===== config.mk =====
export PLATFORM = sky130hd
export DESIGN_NAME = rggen_external_bridge_flat
export DESIGN_NICKNAME = d
export VERILOG_FILES = /design/src/rtl/rggen_rtl_pkg.sv /design/src/rtl/rggen_external_bridge_if.sv /design/src/rtl/rggen_timeout_counter.sv /design/src/rtl/rggen_external_bridge.sv /design/src/flat_wrapper.sv
export SDC_FILE = /design/constraint.sdc
export NUM_CORES = 1
export LEC_CHECK = 0
export BUFFER_PORTS_ARGS = -buffer_cell sky130_fd_sc_hd__buf_2
export CORE_UTILIZATION = 34
export CTS_CLUSTER_SIZE = 14
export DETAILED_ROUTE_END_ITERATION = 16
export GPL_ROUTABILITY_DRIVEN = 0
export PLACE_DENSITY = 0.63
export SLEW_MARGIN = 20
export SYNTH_ARGS = -nofsm -noshare
export SYNTH_HDL_FRONTEND = slang
export SYNTH_SLANG_ARGS = --single-unit

===== constraint.sdc =====
create_clock -name clk -period 3.9 [get_ports clk]
set_clock_uncertainty 0.2 [all_clocks]
set_input_delay 0.39 -clock clk [delete_from_list [all_inputs] [get_ports clk]]
set_output_delay 0.39 -clock clk [all_outputs]
set_load 0.01 [all_outputs]

===== src/rtl/rggen_rtl_pkg.sv =====
// Shared register-bus types: transfer direction, response status and a
// width helper used to size the external address bus.
package rggen_rtl_pkg;

    typedef enum logic {
        RGGEN_READ  = 1'b0,
        RGGEN_WRITE = 1'b1
    } rggen_direction;

    typedef enum logic [1:0] {
        RGGEN_OKAY         = 2'b00,
        RGGEN_EXOKAY       = 2'b01,
        RGGEN_SLAVE_ERROR  = 2'b10,
        RGGEN_DECODE_ERROR = 2'b11
    } rggen_status;

    // Bits needed to index 'value' distinct locations, never less than one.
    function automatic int rggen_clog2_min1(input longint value);
        int width;
        width = 0;
        while ((longint'(1) << width) < value) begin
            width++;
        end
        return (width < 1) ? 1 : width;
    endfunction

endpackage


===== src/rtl/rggen_external_bridge_if.sv =====
// Local register-bus and external-bus interfaces used by the bridge.
interface rggen_register_if #(
    parameter int ADDRESS_WIDTH = 16,
    parameter int DATA_WIDTH    = 32
);
    import rggen_rtl_pkg::*;

    logic                      request;
    logic [ADDRESS_WIDTH-1:0]  address;
    rggen_direction            direction;
    logic [DATA_WIDTH-1:0]     write_data;
    logic [DATA_WIDTH/8-1:0]   strobe;
    logic                      done;
    rggen_status               status;
    logic [DATA_WIDTH-1:0]     read_data;
    logic [DATA_WIDTH-1:0]     value;

    modport host (
        output request, address, direction, write_data, strobe,
        input  done, status, read_data, value
    );
    modport control (
        input  request, address, direction,
        output done, status
    );
    modport data (
        input  write_data, strobe,
        output read_data, value
    );
endinterface

interface rggen_bus_if #(
    parameter int ADDRESS_WIDTH = 8,
    parameter int DATA_WIDTH    = 32
);
    import rggen_rtl_pkg::*;

    logic                      request;
    logic [ADDRESS_WIDTH-1:0]  address;
    rggen_direction            direction;
    logic [DATA_WIDTH-1:0]     write_data;
    logic [DATA_WIDTH/8-1:0]   strobe;
    logic                      done;
    rggen_status               status;
    logic [DATA_WIDTH-1:0]     read_data;

    modport master (
        output request, address, direction, write_data, strobe,
        input  done, status, read_data
    );
    modport slave (
        input  request, address, direction, write_data, strobe,
        output done, status, read_data
    );
endinterface


===== src/rtl/rggen_timeout_counter.sv =====
// Counts cycles of an outstanding external request and flags the last
// permitted cycle so the bridge can terminate the access.
module rggen_timeout_counter #(
    parameter int unsigned TIMEOUT_CYCLES = 1
)(
    input  logic clk,
    input  logic rst,
    input  logic clear,
    input  logic enable,
    output logic expire
);
    localparam int CW = ($clog2(TIMEOUT_CYCLES + 1) > 1) ? $clog2(TIMEOUT_CYCLES + 1) : 1;
    localparam logic [CW-1:0] LAST = CW'(TIMEOUT_CYCLES - 1);

    logic [CW-1:0] count;

    // Cycle counter: zeroed while idle, advances once per request cycle.
    always_ff @(posedge clk or posedge rst) begin
        if (rst) begin
            count <= '0;
        end else if (clear) begin
            count <= '0;
        end else if (enable) begin
            count <= count + 1'b1;
        end
    end

    assign expire = enable && (count == LAST);
endmodule


===== src/rtl/rggen_external_bridge.sv =====
// Forwards register accesses that fall inside an address window to an
// external bus, returning its response (or a timeout response) one cycle
// after the external side completes.
module rggen_external_bridge #(
    parameter int                     ADDRESS_WIDTH    = 16,
    parameter bit [ADDRESS_WIDTH-1:0] START_ADDRESS    = '0,
    parameter bit [ADDRESS_WIDTH-1:0] END_ADDRESS      = ADDRESS_WIDTH'('hFF),
    parameter int                     DATA_WIDTH       = 32,
    parameter int unsigned            TIMEOUT_CYCLES   = 0,
    parameter bit                     ERROR_ON_TIMEOUT = 1'b1
)(
    input  logic              clk,
    input  logic              rst,
    rggen_register_if.control register_control_if,
    rggen_register_if.data    register_data_if,
    rggen_bus_if.master       bus_if,
    output logic              timeout
);
    import rggen_rtl_pkg::*;

    localparam int EXT_AW =
        rggen_clog2_min1(longint'(END_ADDRESS) - longint'(START_ADDRESS) + 1);

    typedef enum logic [1:0] {
        IDLE,
        REQUEST,
        RESPONSE
    } state_e;

    state_e                  state;
    logic                    above_start;
    logic                    below_end;
    logic                    hit;
    logic                    expire;
    logic                    bus_request;
    logic [EXT_AW-1:0]       bus_address;
    rggen_direction          bus_direction;
    logic [DATA_WIDTH-1:0]   bus_write_data;
    logic [DATA_WIDTH/8-1:0] bus_strobe;
    logic                    done;
    rggen_status             status;
    logic [DATA_WIDTH-1:0]   read_data;

    // Window bounds at the edges of the address space are constant-true.
    if (START_ADDRESS == '0) begin : g_no_lower
        assign above_start = 1'b1;
    end else begin : g_lower
        assign above_start = register_control_if.address >= START_ADDRESS;
    end

    if (END_ADDRESS == '1) begin : g_no_upper
        assign below_end = 1'b1;
    end else begin : g_upper
        assign below_end = register_control_if.address <= END_ADDRESS;
    end

    assign hit = register_control_if.request && above_start && below_end;

    if (TIMEOUT_CYCLES > 0) begin : g_timeout
        rggen_timeout_counter #(
            .TIMEOUT_CYCLES (TIMEOUT_CYCLES)
        ) u_timeout_counter (
            .clk    (clk),
            .rst    (rst),
            .clear  (state == IDLE),
            .enable (state == REQUEST),
            .expire (expire)
        );
    end else begin : g_no_timeout
        assign expire = 1'b0;
    end

    // Access sequencer; every bus and response output is registered here.
    always_ff @(posedge clk or posedge rst) begin
        if (rst) begin
            state          <= IDLE;
            bus_request    <= 1'b0;
            bus_address    <= '0;
            bus_direction  <= RGGEN_READ;
            bus_write_data <= '0;
            bus_strobe     <= '0;
            done           <= 1'b0;
            status         <= RGGEN_OKAY;
            read_data      <= '0;
            timeout        <= 1'b0;
        end else begin
            case (state)
                IDLE: begin
                    done      <= 1'b0;
                    status    <= RGGEN_OKAY;
                    read_data <= '0;
                    timeout   <= 1'b0;
                    if (hit) begin
                        state          <= REQUEST;
                        bus_request    <= 1'b1;
                        bus_address    <= EXT_AW'(register_control_if.address - START_ADDRESS);
                        bus_direction  <= register_control_if.direction;
                        bus_write_data <= register_data_if.write_data;
                        bus_strobe     <= register_data_if.strobe;
                    end
                end
                REQUEST: begin
                    // A real response wins over a timeout landing on the same cycle.
                    if (bus_if.done || expire) begin
                        state          <= RESPONSE;
                        bus_request    <= 1'b0;
                        bus_address    <= '0;
                        bus_direction  <= RGGEN_READ;
                        bus_write_data <= '0;
                        bus_strobe     <= '0;
                        done           <= 1'b1;
                        if (bus_if.done) begin
                            status    <= bus_if.status;
                            read_data <= bus_if.read_data;
                        end else begin
                            if (ERROR_ON_TIMEOUT) begin
                                status <= RGGEN_SLAVE_ERROR;
                            end else begin
                                status <= RGGEN_OKAY;
                            end
                            read_data <= '0;
                            timeout   <= 1'b1;
                        end
                    end
                end
                RESPONSE: begin
                    state     <= IDLE;
                    done      <= 1'b0;
                    status    <= RGGEN_OKAY;
                    read_data <= '0;
                    timeout   <= 1'b0;
                end
                default: begin
                    state <= IDLE;
                end
            endcase
        end
    end

    assign bus_if.request             = bus_request;
    assign bus_if.address             = bus_address;
    assign bus_if.direction           = bus_direction;
    assign bus_if.write_data          = bus_write_data;
    assign bus_if.strobe              = bus_strobe;
    assign register_control_if.done   = done;
    assign register_control_if.status = status;
    assign register_data_if.read_data = read_data;
    assign register_data_if.value     = read_data;
endmodule


===== src/flat_wrapper.sv =====
// flat-port wrapper written by rule: the top's interface ports become plain ports
module rggen_external_bridge_flat import rggen_rtl_pkg::*;
#(
    parameter int                     ADDRESS_WIDTH    = 16,
    parameter bit [ADDRESS_WIDTH-1:0] START_ADDRESS    = '0,
    parameter bit [ADDRESS_WIDTH-1:0] END_ADDRESS      = ADDRESS_WIDTH'('hFF),
    parameter int                     DATA_WIDTH       = 32,
    parameter int unsigned            TIMEOUT_CYCLES   = 0,
    parameter bit                     ERROR_ON_TIMEOUT = 1'b1
)
  (clk, rst, timeout, register_control_if_request, register_control_if_address, register_control_if_direction, register_control_if_done, register_control_if_status, register_data_if_write_data, register_data_if_strobe, register_data_if_read_data, register_data_if_value, bus_if_request, bus_if_address, bus_if_direction, bus_if_write_data, bus_if_strobe, bus_if_done, bus_if_status, bus_if_read_data);
  rggen_register_if #(.ADDRESS_WIDTH(ADDRESS_WIDTH), .DATA_WIDTH(DATA_WIDTH)) register_control_if_i ();
  rggen_register_if #(.ADDRESS_WIDTH(ADDRESS_WIDTH), .DATA_WIDTH(DATA_WIDTH)) register_data_if_i ();
  rggen_bus_if #(.ADDRESS_WIDTH(ADDRESS_WIDTH), .DATA_WIDTH(DATA_WIDTH)) bus_if_i ();
  input  logic clk;
  input  logic rst;
  output logic timeout;
  input wire logic [$bits(register_control_if_i.request)-1:0] register_control_if_request;
  input wire logic [$bits(register_control_if_i.address)-1:0] register_control_if_address;
  input wire logic [$bits(register_control_if_i.direction)-1:0] register_control_if_direction;
  output wire logic [$bits(register_control_if_i.done)-1:0] register_control_if_done;
  output wire logic [$bits(register_control_if_i.status)-1:0] register_control_if_status;
  input wire logic [$bits(register_data_if_i.write_data)-1:0] register_data_if_write_data;
  input wire logic [$bits(register_data_if_i.strobe)-1:0] register_data_if_strobe;
  output wire logic [$bits(register_data_if_i.read_data)-1:0] register_data_if_read_data;
  output wire logic [$bits(register_data_if_i.value)-1:0] register_data_if_value;
  output wire logic [$bits(bus_if_i.request)-1:0] bus_if_request;
  output wire logic [$bits(bus_if_i.address)-1:0] bus_if_address;
  output wire logic [$bits(bus_if_i.direction)-1:0] bus_if_direction;
  output wire logic [$bits(bus_if_i.write_data)-1:0] bus_if_write_data;
  output wire logic [$bits(bus_if_i.strobe)-1:0] bus_if_strobe;
  input wire logic [$bits(bus_if_i.done)-1:0] bus_if_done;
  input wire logic [$bits(bus_if_i.status)-1:0] bus_if_status;
  input wire logic [$bits(bus_if_i.read_data)-1:0] bus_if_read_data;
  assign register_control_if_i.request = register_control_if_request;
  assign register_control_if_i.address = register_control_if_address;
  assign register_control_if_i.direction = register_control_if_direction;
  assign register_control_if_done = register_control_if_i.done;
  assign register_control_if_status = register_control_if_i.status;
  assign register_data_if_i.write_data = register_data_if_write_data;
  assign register_data_if_i.strobe = register_data_if_strobe;
  assign register_data_if_read_data = register_data_if_i.read_data;
  assign register_data_if_value = register_data_if_i.value;
  assign bus_if_request = bus_if_i.request;
  assign bus_if_address = bus_if_i.address;
  assign bus_if_direction = bus_if_i.direction;
  assign bus_if_write_data = bus_if_i.write_data;
  assign bus_if_strobe = bus_if_i.strobe;
  assign bus_if_i.done = bus_if_done;
  assign bus_if_i.status = bus_if_status;
  assign bus_if_i.read_data = bus_if_read_data;
  rggen_external_bridge #(.ADDRESS_WIDTH(ADDRESS_WIDTH), .START_ADDRESS(START_ADDRESS), .END_ADDRESS(END_ADDRESS), .DATA_WIDTH(DATA_WIDTH), .TIMEOUT_CYCLES(TIMEOUT_CYCLES), .ERROR_ON_TIMEOUT(ERROR_ON_TIMEOUT)) u_core (.clk(clk), .rst(rst), .register_control_if(register_control_if_i), .register_data_if(register_data_if_i), .bus_if(bus_if_i), .timeout(timeout));
endmodule

==> Yosys cells after proc, flatten, opt, wreduce, memory -nomap -nowiden <==
Index checks and enable logic that the tools add are counted.
{ "totals": {"ff_bits": 83, "elab_cells": 45, "inputBits": 91} }
{ "classes": {"muxes": 23, "n_reduce_logical": 8, "n_lt_le_gt_ge": 1, "n_eq_ne": 4} }
{ "ops": {"columns": ["operator", "n"], "rows": [
  ["case mux 32 bit (2 select lines)", 2],
  ["2-to-1 mux 32 bit", 3],
  ["less-or-equal comparator 16 x 8 -> 1 bit (second input constant)", 1],
  ["2-to-1 mux 8 bit", 2],
  ["case mux 8 bit (2 select lines)", 1],
  ["2-to-1 mux 4 bit", 2],
  ["case mux 2 bit (2 select lines)", 2],
  ["case mux 4 bit (2 select lines)", 1],
  ["2-to-1 mux 2 bit", 3],
  ["case mux 1 bit (2 select lines)", 3],
  ["2-to-1 mux 1 bit", 4],
  ["AND reduction 2 bit", 2],
  ["nonzero test 2 bit", 2],
  ["AND reduction 3 bit", 1],
  ["equality test 2 x 1 -> 1 bit (second input constant)", 1],
  ["equality test 2 bit (second input constant)", 1],
  ["logical NOT 2 bit", 1],
  ["!= test 2 x 1 -> 1 bit (second input constant)", 1],
  ["!= test 2 bit (second input constant)", 1],
  ["OR reduction 2 bit", 1],
  ["logical AND 1 bit", 1]
]} }

==> Depth between registers and ports, before layout <==
Gate-level depths: netlist of the first run.
{ "logic_depth": {"ltp_word": 4, "ltp_mapped": 7} }

==> Worst setup path before layout of the first run <==
No wires, ideal clock.
{ "synth_path": {"kind": "input to register", "startpoint": "input register_control_if_address[15]", "endpoint": "register u_core.bus_address[0]", "setup_ns": 0.124, "cell_stages": 5, "required_time_ns": 3.576, "arrival_ns": 1.180, "n_path_buf": 2, "path_slack_ns": 2.396, "path_cell_list": "nor4_1 -> nand3_1 -> buf_6 -> buf_6 -> mux2i_1"} }
{ "synth_between": {"elab_chain_len": 4} }
{ "synth_lines": {"columns": ["item", "line", "rtl"], "rows": [
  ["start: declaration", "flat_wrapper.sv:19", "input wire logic [$bits(register_control_if_i.address)-1:0] register_control_if_address;"],
  ["less-or-equal comparator 16 x 8 -> 1 bit", "rggen_external_bridge.sv:54", "assign below_end = register_control_if.address <= END_ADDRESS;"],
  ["logical AND 1 bit", "rggen_external_bridge.sv:57", "assign hit = register_control_if.request && above_start && below_end;"],
  ["!= test 2 x 1 -> 1 bit (no source line)", null, null],
  ["AND reduction 3 bit (no source line)", null, null],
  ["end signal: assignment", "rggen_external_bridge.sv:96", "bus_address <= EXT_AW'(register_control_if.address - START_ADDRESS);"],
  ["end: declaration", "rggen_external_bridge.sv:36", "logic [EXT_AW-1:0] bus_address;"]
]} }
No other way between the ends.
A chain may end at the register's enable or synchronous reset.

==> Final worst setup path of the first run <==
{ "layout_path": {"startpoint": "register u_core.state[0]", "endpoint": "register u_core.read_data[4], in the netlist u_core.register_data_if.read_data[4]"} }
{ "layout_between": {"elab_chain_len": 4, "word_cells_on_any_way": 8, "classes_between": "eq/ne: 3; mux: 1; reduce/logical: 4"} }
{ "layout_lines": {"columns": ["item", "line", "rtl"], "rows": [
  ["start: declaration", "rggen_external_bridge.sv:30", "state_e state;"],
  ["start signal: assignment", "rggen_external_bridge.sv:76", "state <= IDLE;"],
  ["start signal: assignment", "rggen_external_bridge.sv:94", "state <= REQUEST;"],
  ["start signal: assignment", "rggen_external_bridge.sv:105", "state <= RESPONSE;"],
  ["equality test 2 bit / logical NOT 2 bit (equally long branches)", "rggen_external_bridge.sv:87", "case (state)"],
  ["OR reduction 2 bit (no source line)", null, null],
  ["nonzero test 2 bit (no source line)", null, null],
  ["AND reduction 2 bit (no source line)", null, null],
  ["end signal: assignment", "rggen_external_bridge.sv:114", "read_data <= bus_if.read_data;"],
  ["end: declaration", "rggen_external_bridge.sv:42", "logic [DATA_WIDTH-1:0] read_data;"]
]} }
Several ways; a longest one is shown, not always the timed one.

==> results of run 1 <==
[power by group through the flow]
stage / registers, mW / clock network (mW) / logic [mW]
2_1_floorplan: 0.922 / 0 / 0.0552
3_3_place_gp: 0.911 / 0 / 0.138
3_5_place_dp: 0.912 / 0 / 0.141
4_1_cts: 0.895 / 0.726 / 0.141
5_1_grt: 0.898 / 0.763 / 0.157
6_report: 0.895 / 0.692 / 0.137
[metal layers]
layer,wire [µm],vias to the layer above,track usage (%)
met5,0,-,0
met4,73,0,4.40
met3,659,7,4.78
met2,4430,134,26.9
met1,3770,1439,19.1
li1,-,1497,-
[registers in the layout, indices dropped and copies added, names as in the netlist]
signal / cells
u_core.state: 2
u_core.register_data_if.read_data: 32
u_core.register_control_if.status: 2
u_core.bus_if.request: 1
u_core.register_control_if.done: 1
u_core.bus_if.direction: 1
u_core.bus_if.strobe: 4
u_core.bus_if.write_data: 32
u_core.bus_address: 8
[cell usage in the layout (no fill, tap or decap), drive strengths merged]
cell / n
buf: 208
nand2: 117
dfrtp: 83
inv: 46
mux2i: 45
nand3: 35
clkbuf: 12
conb: 9
clkinv: 2
bufinv: 2
nand3b: 1
nor4: 1
nor4b: 1
nor3: 1
nand2b: 1
o21ai: 1
clkinvlp: 1
[critical path: stages (launching register included)]
cell and delay (ns):
dfrtp_1 0.51, nand3b_1 0.17, buf_4 0.40, inv_2 0.37, nand2_1 0.18, nand2_1 0.07
[synthesized netlist by cell type, drive strengths merged]
cell type | n | share of area [%]
inv | 47 | 4.6
buf | 57 | 11
nand3b | 1 | 0.20
mux2i | 45 | 12
o21ai | 1 | 0.13
clkbuf | 5 | 0.49
dfrtp | 83 | 55
conb | 1 | 0.099
nor4b | 1 | 0.40
nor4 | 1 | 0.16
nand2b | 1 | 0.16
nor3 | 1 | 0.13
nand2 | 117 | 12
nand3 | 35 | 4.6
[how the worst max path moves through the flow]
stage,depth (start not counted),endpoint,start,slack [ns]
2_1_floorplan,1,u_core.bus_address[0]$_DFFE_PP0P_,rst,1.17
3_3_place_gp,5,u_core.register_data_if.read_data[4]$_DFFE_PP0P_,u_core.state[0]$_DFFE_PP0P_,1.95
3_5_place_dp,5,u_core.register_data_if.read_data[4]$_DFFE_PP0P_,u_core.state[0]$_DFFE_PP0P_,1.87
4_1_cts,5,u_core.register_data_if.read_data[4]$_DFFE_PP0P_,u_core.state[0]$_DFFE_PP0P_,1.85
5_1_grt,5,u_core.register_data_if.read_data[8]$_DFFE_PP0P_,u_core.state[0]$_DFFE_PP0P_,1.75
6_report,5,u_core.register_data_if.read_data[4]$_DFFE_PP0P_,u_core.state[0]$_DFFE_PP0P_,1.88
[logic make-up (layout without fill, tap and decap cells)]
family / Yosys count / count (layout) / share of synthesized area, %
AND/OR/NAND/NOR: 157 / 157 / 17.2
buffers and inverters: 109 / 271 / 16.0
flip-flops: 83 / 83 / 54.7
multiplexers: 45 / 45 / 11.9
other: 1 / 9 / 0.0988
AO/OA/AOI/OAI: 1 / 1 / 0.132
[final cells by class]
type	count	area, µm²
Fill cell	1099	5980
Timing Repair Buffer	208	1050
Tap cell	140	175
Inverter	47	178
Clock buffer	12	155
Sequential cell	83	2080
Multi-Input combinational cell	212	1150
Clock inverter	4	72.6
==> impl_results.md, run 1 <==
* Final cell area excluding filler cells at 4860 µm²
* Switching power at 0.382 mW
* Type of the worst min-delay path: input pin to asynchronous set/reset pin
* Starting Density at 35.0%
* CTS buffer count at 9
* Sink Count at 83
* Fraction of power consumed by sequential logic at 51.9%
* Seq/Total Area, Yosys at 54.7%
* Nets at 652
* Residual DRC at 0
* Dpl cells at 690
* Sw Ratio at 22.2%
* Detailed-route via count at 3077
* Slew @ Worst Pin at 0.890 ns
* Row cnt at 38
* Clock buffer depth at 2
* Clk root buf: clkbuf_8
* ANT cells at 0
* Worst-Skew Late Latency at 0.33 ns
* Setup CP Type: register to register
* Fin crit share at 51.8%
* GRT Resource Usage Total at 15.8%
* Drt pass-1 iters at 4
* Power Total at 1.72 mW
* Crit Path Max Fanout at 42
* Seq cells post-synth at 83
* Worst reg2reg path depth at 5
* Antenna Violating Nets Remaining at 0
* Worst path required time at 3.92 ns
* Port bufs at 203
* R2r startpoint: u_core.state[0]$_DFFE_PP0P_
* CP arrival at 2.04 ns
* First-pass GRT wire length at 14100 µm
* Status: complete, no violations
* Non-filler cells, final at 706
* Relative slew slack at 40.6%
* RSZ-0062 raised after global routing: no
* Cell area after synthesis at 3800 µm²
* RR Endpoint: u_core.register_data_if.read_data[4]$_DFFE_PP0P_
* Dpl cell area at 4630 µm²
* Core area at 10800 µm²
* Worst-path clk slew at 0.08 ns
* Gr ovfl total at 0
* Die X at 108 µm
* Synth Instances at 396
* Tmin final at 2.02 ns
* Wire length per cell at 12.6 µm
* Hold Violations, Final at 0
* First DRT Iteration DRCs at 152
* Leakage at 3.36 nW
* Fmax at 0.495 GHz
* Pre-CTS setup slack at 1.87 ns
* Crit path launch type: register
* Reg2reg setup slack at 1.88 ns
* Internal at 1.34 mW
* Peak supply drop at 0.000190 V
* Synth warn at 0
* Vias in the first global route at 2951
* H-tree levels at 3
* DRT Wirelength at 8930 µm
* Post-DP HPWL at 6540 µm
* Boundary pin count at 213
* Post-cts resize count at 0
* Critical Path Sink Type: register
* Cell variety after synth at 18
* # Post-CTS Setup Buffers at 0
* Fin worst setup slack at 1.88 ns
* Die area at 11600 µm²
* Final hold slack at 0.00234 ns
* Hold buffer count at cts at 0
* Count of final setup violators at 0
* Post-layout util at 44.8%
* Max Cap Viol at 0
* Final Max Tran Viols at 0
* TNS Setup at 0 ns
* CTS tree: yes
* Syn_area_per_cell at 9.59 µm²
* Power per Cell Area at 355 nW/µm²
* Largest net degree at the start of global routing at 54
* Layout cells sized above 1 at 40.1%
* Area growth syn-to-layout at 28.0%
* Chip height at 108 µm
* Logic pwr share at 8.0%
* Clock power frac at 40.2%
* Initial antenna violation count at 0
* Vias per cell at 4.36
Power figures use the tool's default switching activity.
==> inputs of run 2 (changes only) <==
--- a/config.mk
+++ b/config.mk
@@ -5,12 +5,13 @@
 export SDC_FILE = /design/constraint.sdc
 export NUM_CORES = 1
 export LEC_CHECK = 0
+export ABC_AREA = 1
 export BUFFER_PORTS_ARGS = -buffer_cell sky130_fd_sc_hd__buf_2
 export CORE_UTILIZATION = 34
 export CTS_CLUSTER_SIZE = 14
 export DETAILED_ROUTE_END_ITERATION = 16
 export GPL_ROUTABILITY_DRIVEN = 0
-export PLACE_DENSITY = 0.63
+export PLACE_DENSITY = 0.66
 export SLEW_MARGIN = 20
 export SYNTH_ARGS = -nofsm -noshare
 export SYNTH_HDL_FRONTEND = slang
==> constraint.sdc (replaced) <==
create_clock -name clk -period 1.85 [get_ports clk]
set_clock_uncertainty 0.2 [all_clocks]
set_input_delay 0.185 -clock clk [delete_from_list [all_inputs] [get_ports clk]]
set_output_delay 0.185 -clock clk [all_outputs]
set_load 0.01 [all_outputs]
==> run 2 against run 1 <==
Net effect: setup slack got worse by 1.6 ns; core utilization increased by 8.9 points; combinational power increased to 3.2 times the previous value; largest cell class unchanged; non-clock buffer count increased by 86; first-iteration DRC count increased by 110%; routed wire length increased by 26%; critical path depth increased by 1; hold slack improved by 0.22 ns; highest routed layer unchanged; largest power group unchanged; total power increased by 120%; die area decreased by 2.4%; sequential cell count unchanged.
==> impl_results.md, run 2 <==
* Crit path launch type: register
* Syn_area_per_cell at 9.04 µm²
* Slew @ Worst Pin at 0.542 ns
* Peak supply drop at 0.000376 V
* Delay-heaviest family, CP: buffers and inverters
* Detailed-route via count at 3789
* Initial antenna violation count at 0
* Clock power frac at 38.5%
* FFs w/ async S/R, synth at 100%
* Final hold slack at 0.221 ns
* Hold buffer count at cts at 81
* Starting Density at 35.4%
* Crit Path Max Fanout at 41
* Synth Instances at 410
* Fmax at 0.641 GHz
* Worst-Skew Late Latency at 0.35 ns
* Count of final setup violators at 0
* Die area at 11300 µm²
* Post-DP HPWL at 7020 µm
* EDFF count, synth at 0
* Worst path buffer plus inverter count at 2
* ANT cells at 0
* Switching power at 0.908 mW
* GRT Resource Usage Total at 20.2%
* Area growth syn-to-layout at 51.7%
* Antenna Violating Nets Remaining at 0
* Most frequent cells in the layout: buf_2, nand3_1, nand2_1
* Clock buffer depth at 2
* RR Endpoint: u_core.register_data_if.read_data[24]$_DFFE_PP0P_
* Most common cell in the netlist: nand3_1
* CTS tree: yes
* Relative slew slack at 63.8%
* Core area at 10500 µm²
* CTS buffer count at 9
* Post-cts resize count at 0
* Sw Ratio at 24.0%
* Most common cell after layout, fill and taps aside: buf_2
* Vias in the first global route at 3737
* Non-filler cells, final at 794
* Status: complete, no violations
* Largest net degree at the start of global routing at 46
* Cell area after synthesis at 3700 µm²
* Row cnt at 37
* Slowest-stage cell, CP: dfrtp_1
* Internal at 2.88 mW
* Dpl cells at 697
* Top cell type's share of synthesized area at 56.1%
* Worst hold start: register_control_if_address[10]
* Die X at 106 µm
* TNS Setup at 0 ns
* Most area-hungry cell type in the Yosys netlist: dfrtp_1
* Synth warn at 0
* Hold depth at 7
* RSZ-0062 raised after global routing: no
* Leakage at 3.38 nW
* Main area contributors after synthesis: dfrtp_1, nand3_1, nand2_1
* Residual DRC at 0
* H-tree levels at 3
* Port bufs at 203
* Sink Count at 83
* Post-layout util at 53.7%
* Logic pwr share at 11.7%
* Fraction of power consumed by sequential logic at 49.8%
* Fill count at 973
* Worst path required time at 1.94 ns
* Worst-path clk slew at 0.09 ns
* Fin crit share at 84.4%
* Worst hold path endpoint: u_core.bus_if.write_data[14]$_DFFE_PP0P_
* Critical Path Sink Type: register
* Layout cells sized above 1 at 35.7%
* Gr ovfl total at 0
* Worst reg2reg path depth at 6
* # Post-CTS Setup Buffers at 0
* Top_reg_cell synth: dfrtp_1
* Wire length per cell at 14.2 µm
* Hold Violations, Final at 0
* Seq/Total Area, Yosys at 56.1%
* Crit path cell chain: inv_1 > nor2_1 > nand2_2 > buf_4 > nand3_1 > nand2_1
* CP arrival at 1.65 ns
* First DRT Iteration DRCs at 314
* Setup CP Type: register to register
* Type of the worst min-delay path: input pin to register
* Vias per cell at 4.77
* Power per Cell Area at 675 nW/µm²
* R2r startpoint: u_core.state[0]$_DFFE_PP0P_
* Reg2reg setup slack at 0.29 ns
* Clk root buf: clkbuf_8
* Tmin final at 1.56 ns
* Commonest cells in the netlist: nand3_1, nand2_1, dfrtp_1
* Nets at 744
* DRT Wirelength at 11300 µm
* First-pass GRT wire length at 18000 µm
* Final Max Tran Viols at 0
* Cell variety after synth at 16
* Max Cap Viol at 0
* Drt pass-1 iters at 4
* Boundary pin count at 213
* Crit path largest cell delay at 0.43 ns
* Chip height at 106 µm
* Seq cells post-synth at 83
run 2: cell count changes in the layout (fill, tap and decap cells not counted), sizes merged, moves of 5 or more:
cell,change
buf,+5
mux2i,-45
inv,-41
nor2,+6
nand3,+89
dlygate4sd3,+81
run 2: final cells by class:
| cell class | count | area, µm² | area share (%) |
|---|---|---|---|
| Clock buffer | 9 | 124 | 2.20 |
| Clock inverter | 7 | 98.8 | 1.76 |
| Inverter | 3 | 15.0 | 0.267 |
| Multi-Input combinational cell | 262 | 1170 | 20.8 |
| Sequential cell | 83 | 2080 | 37.0 |
| Tap cell | 136 | 170 | 3.03 |
| Timing Repair Buffer | 294 | 1960 | 35.0 |
run 2: how the worst max path moves through the flow:
| stage | from | to | slack, ns | cells after the start |
|---|---|---|---|---|
| after global placement | u_core.state[0]$_DFFE_PP0P_ | u_core.bus_if.write_data[9]$_DFFE_PP0P_ | 0.37 | 5 |
| final | u_core.state[0]$_DFFE_PP0P_ | u_core.register_data_if.read_data[24]$_DFFE_PP0P_ | 0.29 | 6 |
| after floorplan | u_core.state[0]$_DFFE_PP0P_ | u_core.bus_address[0]$_DFFE_PP0P_ | 0.32 | 8 |
| after CTS | u_core.state[0]$_DFFE_PP0P_ | u_core.register_data_if.read_data[18]$_DFFE_PP0P_ | 0.28 | 6 |
| after global routing | u_core.state[0]$_DFFE_PP0P_ | u_core.register_data_if.read_data[15]$_DFFE_PP0P_ | 0.17 | 6 |
| after detailed placement | u_core.state[0]$_DFFE_PP0P_ | u_core.bus_if.strobe[1]$_DFFE_PP0P_ | 0.31 | 5 |
run 2: worst reg2reg max path, stage by stage (launching register included):
cell	delay [ns]
dfrtp_1	0.43
inv_1	0.09
nor2_1	0.05
nand2_2	0.08
buf_4	0.38
nand3_1	0.17
nand2_1	0.09
run 2: cell families after synthesis:
family,synth area share [%]
compound gates,0.203
other cells,0.101
buf+inv,13.4
flops,56.1
simple gates,30.2
run 2: metrics by stage:
| stage | worst slack [ns] | power, mW | area (µm²) |
|---|---|---|---|
| floorplan | 0.315 | 2.06 | 3740 |
| global route | 0.174 | 3.98 | 5620 |
| detailed placement | 0.310 | 2.23 | 4590 |
| global placement | 0.367 | 2.23 | 4590 |
| CTS | 0.279 | 3.84 | 5620 |
| finish | 0.289 | 3.79 | 5620 |
run 2: power groups by stage:
stage	clock [mW]	combinational [mW]	sequential [mW]
floorplan	0	0.114	1.94
CTS	1.51	0.442	1.89
global route	1.60	0.485	1.89
global placement	0	0.303	1.92
detailed placement	0	0.309	1.92
finish	1.46	0.444	1.89
run 2: metal layers:
| metal | vias up | track usage, % | wire length [µm] |
|---|---|---|---|
| met5 | - | 0 | 0 |
| met4 | 0 | 7.44 | 200 |
| met3 | 22 | 4.78 | 709 |
| met2 | 174 | 36.5 | 5800 |
| met1 | 1818 | 23.0 | 4560 |
| li1 | 1775 | - | - |
==> inputs of run 3 (changes only) <==
==> constraint.sdc (replaced) <==
create_clock -name clk -period 1.4 [get_ports clk]
set_clock_uncertainty 0.2 [all_clocks]
set_input_delay 0.14 -clock clk [delete_from_list [all_inputs] [get_ports clk]]
set_output_delay 0.14 -clock clk [all_outputs]
set_load 0.01 [all_outputs]
==> run 3 against run 2 <==
Net effect: highest routed layer unchanged; critical path depth down 1; core utilization up 1.6 points; the run now ends with negative setup slack left; fmax up 4.9%.
==> impl_results.md, run 3 (synthesis results as in run 2) <==
* Status: complete, but fails checks
* Failing checks: negative setup slack
* First DRT Iteration DRCs at 320
* Die X at 106 µm
* Worst reg2reg path depth at 5
* Final cell area excluding filler cells at 5780 µm²
* Core area at 10500 µm²
* CTS buffer count at 9
* Most common cell after layout, fill and taps aside: buf_2
* Worst path required time at 1.49 ns
* Sink Count at 83
* RSZ-0062 raised after global routing: yes
* Detailed-route via count at 3864
* Worst-Skew Late Latency at 0.34 ns
* Fraction of power consumed by sequential logic at 51.1%
* Sw Ratio at 24.3%
* Internal at 3.69 mW
* Fin worst setup slack at -0.0888 ns
* Max Cap Viol at 0
* Vias in the first global route at 3799
* Vias per cell at 4.81
* R2r startpoint: u_core.state[0]$_DFFE_PP0P_
* Power per Cell Area at 844 nW/µm²
* Logic pwr share at 12.8%
* Largest net degree at the start of global routing at 43
* Antenna Violating Nets Remaining at 0
* Dpl cell area at 4630 µm²
* Setup CP Type: register to register
* Switching power at 1.18 mW
* Crit path cell chain: nor3b_4 > buf_4 > clkbuf_16 > nand3_1 > nand2_1
* Worst-path clk slew at 0.09 ns
* DRT Wirelength at 12100 µm
* Tmin final at 1.49 ns
* Post-DP HPWL at 7030 µm
* Most frequent cells in the layout: buf_2, nand3_1, nand2_1
* Crit Path Max Fanout at 11
* Area growth syn-to-layout at 56.1%
* Final hold slack at 0.132 ns
* Clock buffer depth at 2
* Leakage at 3.47 nW
* Drt pass-1 iters at 6
* CTS tree: yes
* Fill count at 929
* Clk root buf: clkbuf_8
* Nets at 753
* H-tree levels at 3
* Crit path launch type: register
* Critical Path Sink Type: register
* Reg2reg setup slack at -0.09 ns
* Fin crit share at 106%
* RR Endpoint: u_core.bus_if.write_data[19]$_DFFE_PP0P_
* Hold Violations, Final at 0
* First-pass GRT wire length at 18200 µm
* Count of final setup violators at 72
* Pre-CTS setup slack at -0.0665 ns
* CP arrival at 1.58 ns
* Crit path largest cell delay at 0.43 ns
* Die area at 11300 µm²
* ANT cells at 0
* Peak supply drop at 0.000589 V
* Wire length per cell at 15.1 µm
* Boundary pin count at 213
* Row cnt at 37
* Chip height at 106 µm
* GRT Resource Usage Total at 20.6%
* Gr ovfl total at 0
* Fmax at 0.672 GHz
* Port bufs at 203
* Slowest-stage cell, CP: dfrtp_1
* Residual DRC at 0
* Type of the worst min-delay path: input pin to asynchronous set/reset pin
* Layout cells sized above 1 at 36.7%
* Initial antenna violation count at 0
* Final Max Tran Viols at 0
* Starting Density at 35.4%
* Clock power frac at 36.1%
run 3: area by class of cell:
class / count / area (µm²) / share of cell area (%)
Timing Repair Buffer: 303 / 2130 / 36.9
Sequential cell: 83 / 2080 / 35.9
Multi-Input combinational cell: 262 / 1180 / 20.4
Tap cell: 136 / 170 / 2.94
Clock buffer: 11 / 141 / 2.45
Clock inverter: 5 / 61.3 / 1.06
Inverter: 3 / 20.0 / 0.346
run 3: timing repair:
| item | CTS | global route |
|---|---|---|
| pin swaps | 2 | 2 |
| hold buffers | 81 | 0 |
| endpoints found under the hold margin | 163 | 0 |
| setup endpoints to repair | 64 | 81 |
| gates resized for setup | 2 | 5 |
| gates cloned | 1 | 3 |
| buffers inserted | 2 | 0 |
run 3: stage by stage:
| step | setup TNS, ns | util, % | instances | total power [mW] |
|---|---|---|---|---|
| 2_1_floorplan | -3.71 | - | 418 | 2.72 |
| 5_1_grt | -9.30 | 55.3 | 803 | 5.09 |
| 6_report | -2.91 | 55.3 | 803 | 4.88 |
| 3_3_place_gp | -0.512 | 44.3 | 700 | 2.94 |
| 4_1_cts | -2.43 | 54.4 | 800 | 4.93 |
| 3_5_place_dp | -1.67 | 44.3 | 700 | 2.95 |
run 3: power groups by stage:
stage          logic, mW  registers (mW)  clock network, mW
5_1_grt            0.678            2.50               1.91
3_3_place_gp       0.403            2.54                  0
3_5_place_dp       0.412            2.54                  0
2_1_floorplan      0.151            2.57                  0
6_report           0.623            2.49               1.76
4_1_cts            0.604            2.49               1.83
run 3: routing by layer:
metal  track usage [%]  vias up  wire length (µm)
li1                  -     1791                 -
met1              22.2     1832              4770
met2              38.1      210              6220
met3              5.70       31               812
met4              7.44        0               330
met5                 0        -                 0
run 3: worst max-delay path, delay by kind of cell (launching register included):
kind                   cells  cell delay [ns]
AND/OR/NAND/NOR            3             0.44
buffers and inverters      2             0.36
flip-flops                 1             0.43
run 3: worst max-delay path by stage:
stage / startpoint / to / cells past startpoint
5_1_grt: u_core.state[1]$_DFFE_PP0P_ / u_core.bus_if.write_data[13]$_DFFE_PP0P_ / 5
3_5_place_dp: u_core.state[1]$_DFFE_PP0P_ / u_core.bus_if.write_data[19]$_DFFE_PP0P_ / 5
4_1_cts: u_core.state[0]$_DFFE_PP0P_ / u_core.bus_if.write_data[13]$_DFFE_PP0P_ / 5
2_1_floorplan: u_core.state[0]$_DFFE_PP0P_ / u_core.bus_address[0]$_DFFE_PP0P_ / 8
3_3_place_gp: u_core.state[1]$_DFFE_PP0P_ / u_core.bus_if.write_data[1]$_DFFE_PP0P_ / 5
6_report: u_core.state[0]$_DFFE_PP0P_ / u_core.bus_if.write_data[19]$_DFFE_PP0P_ / 5
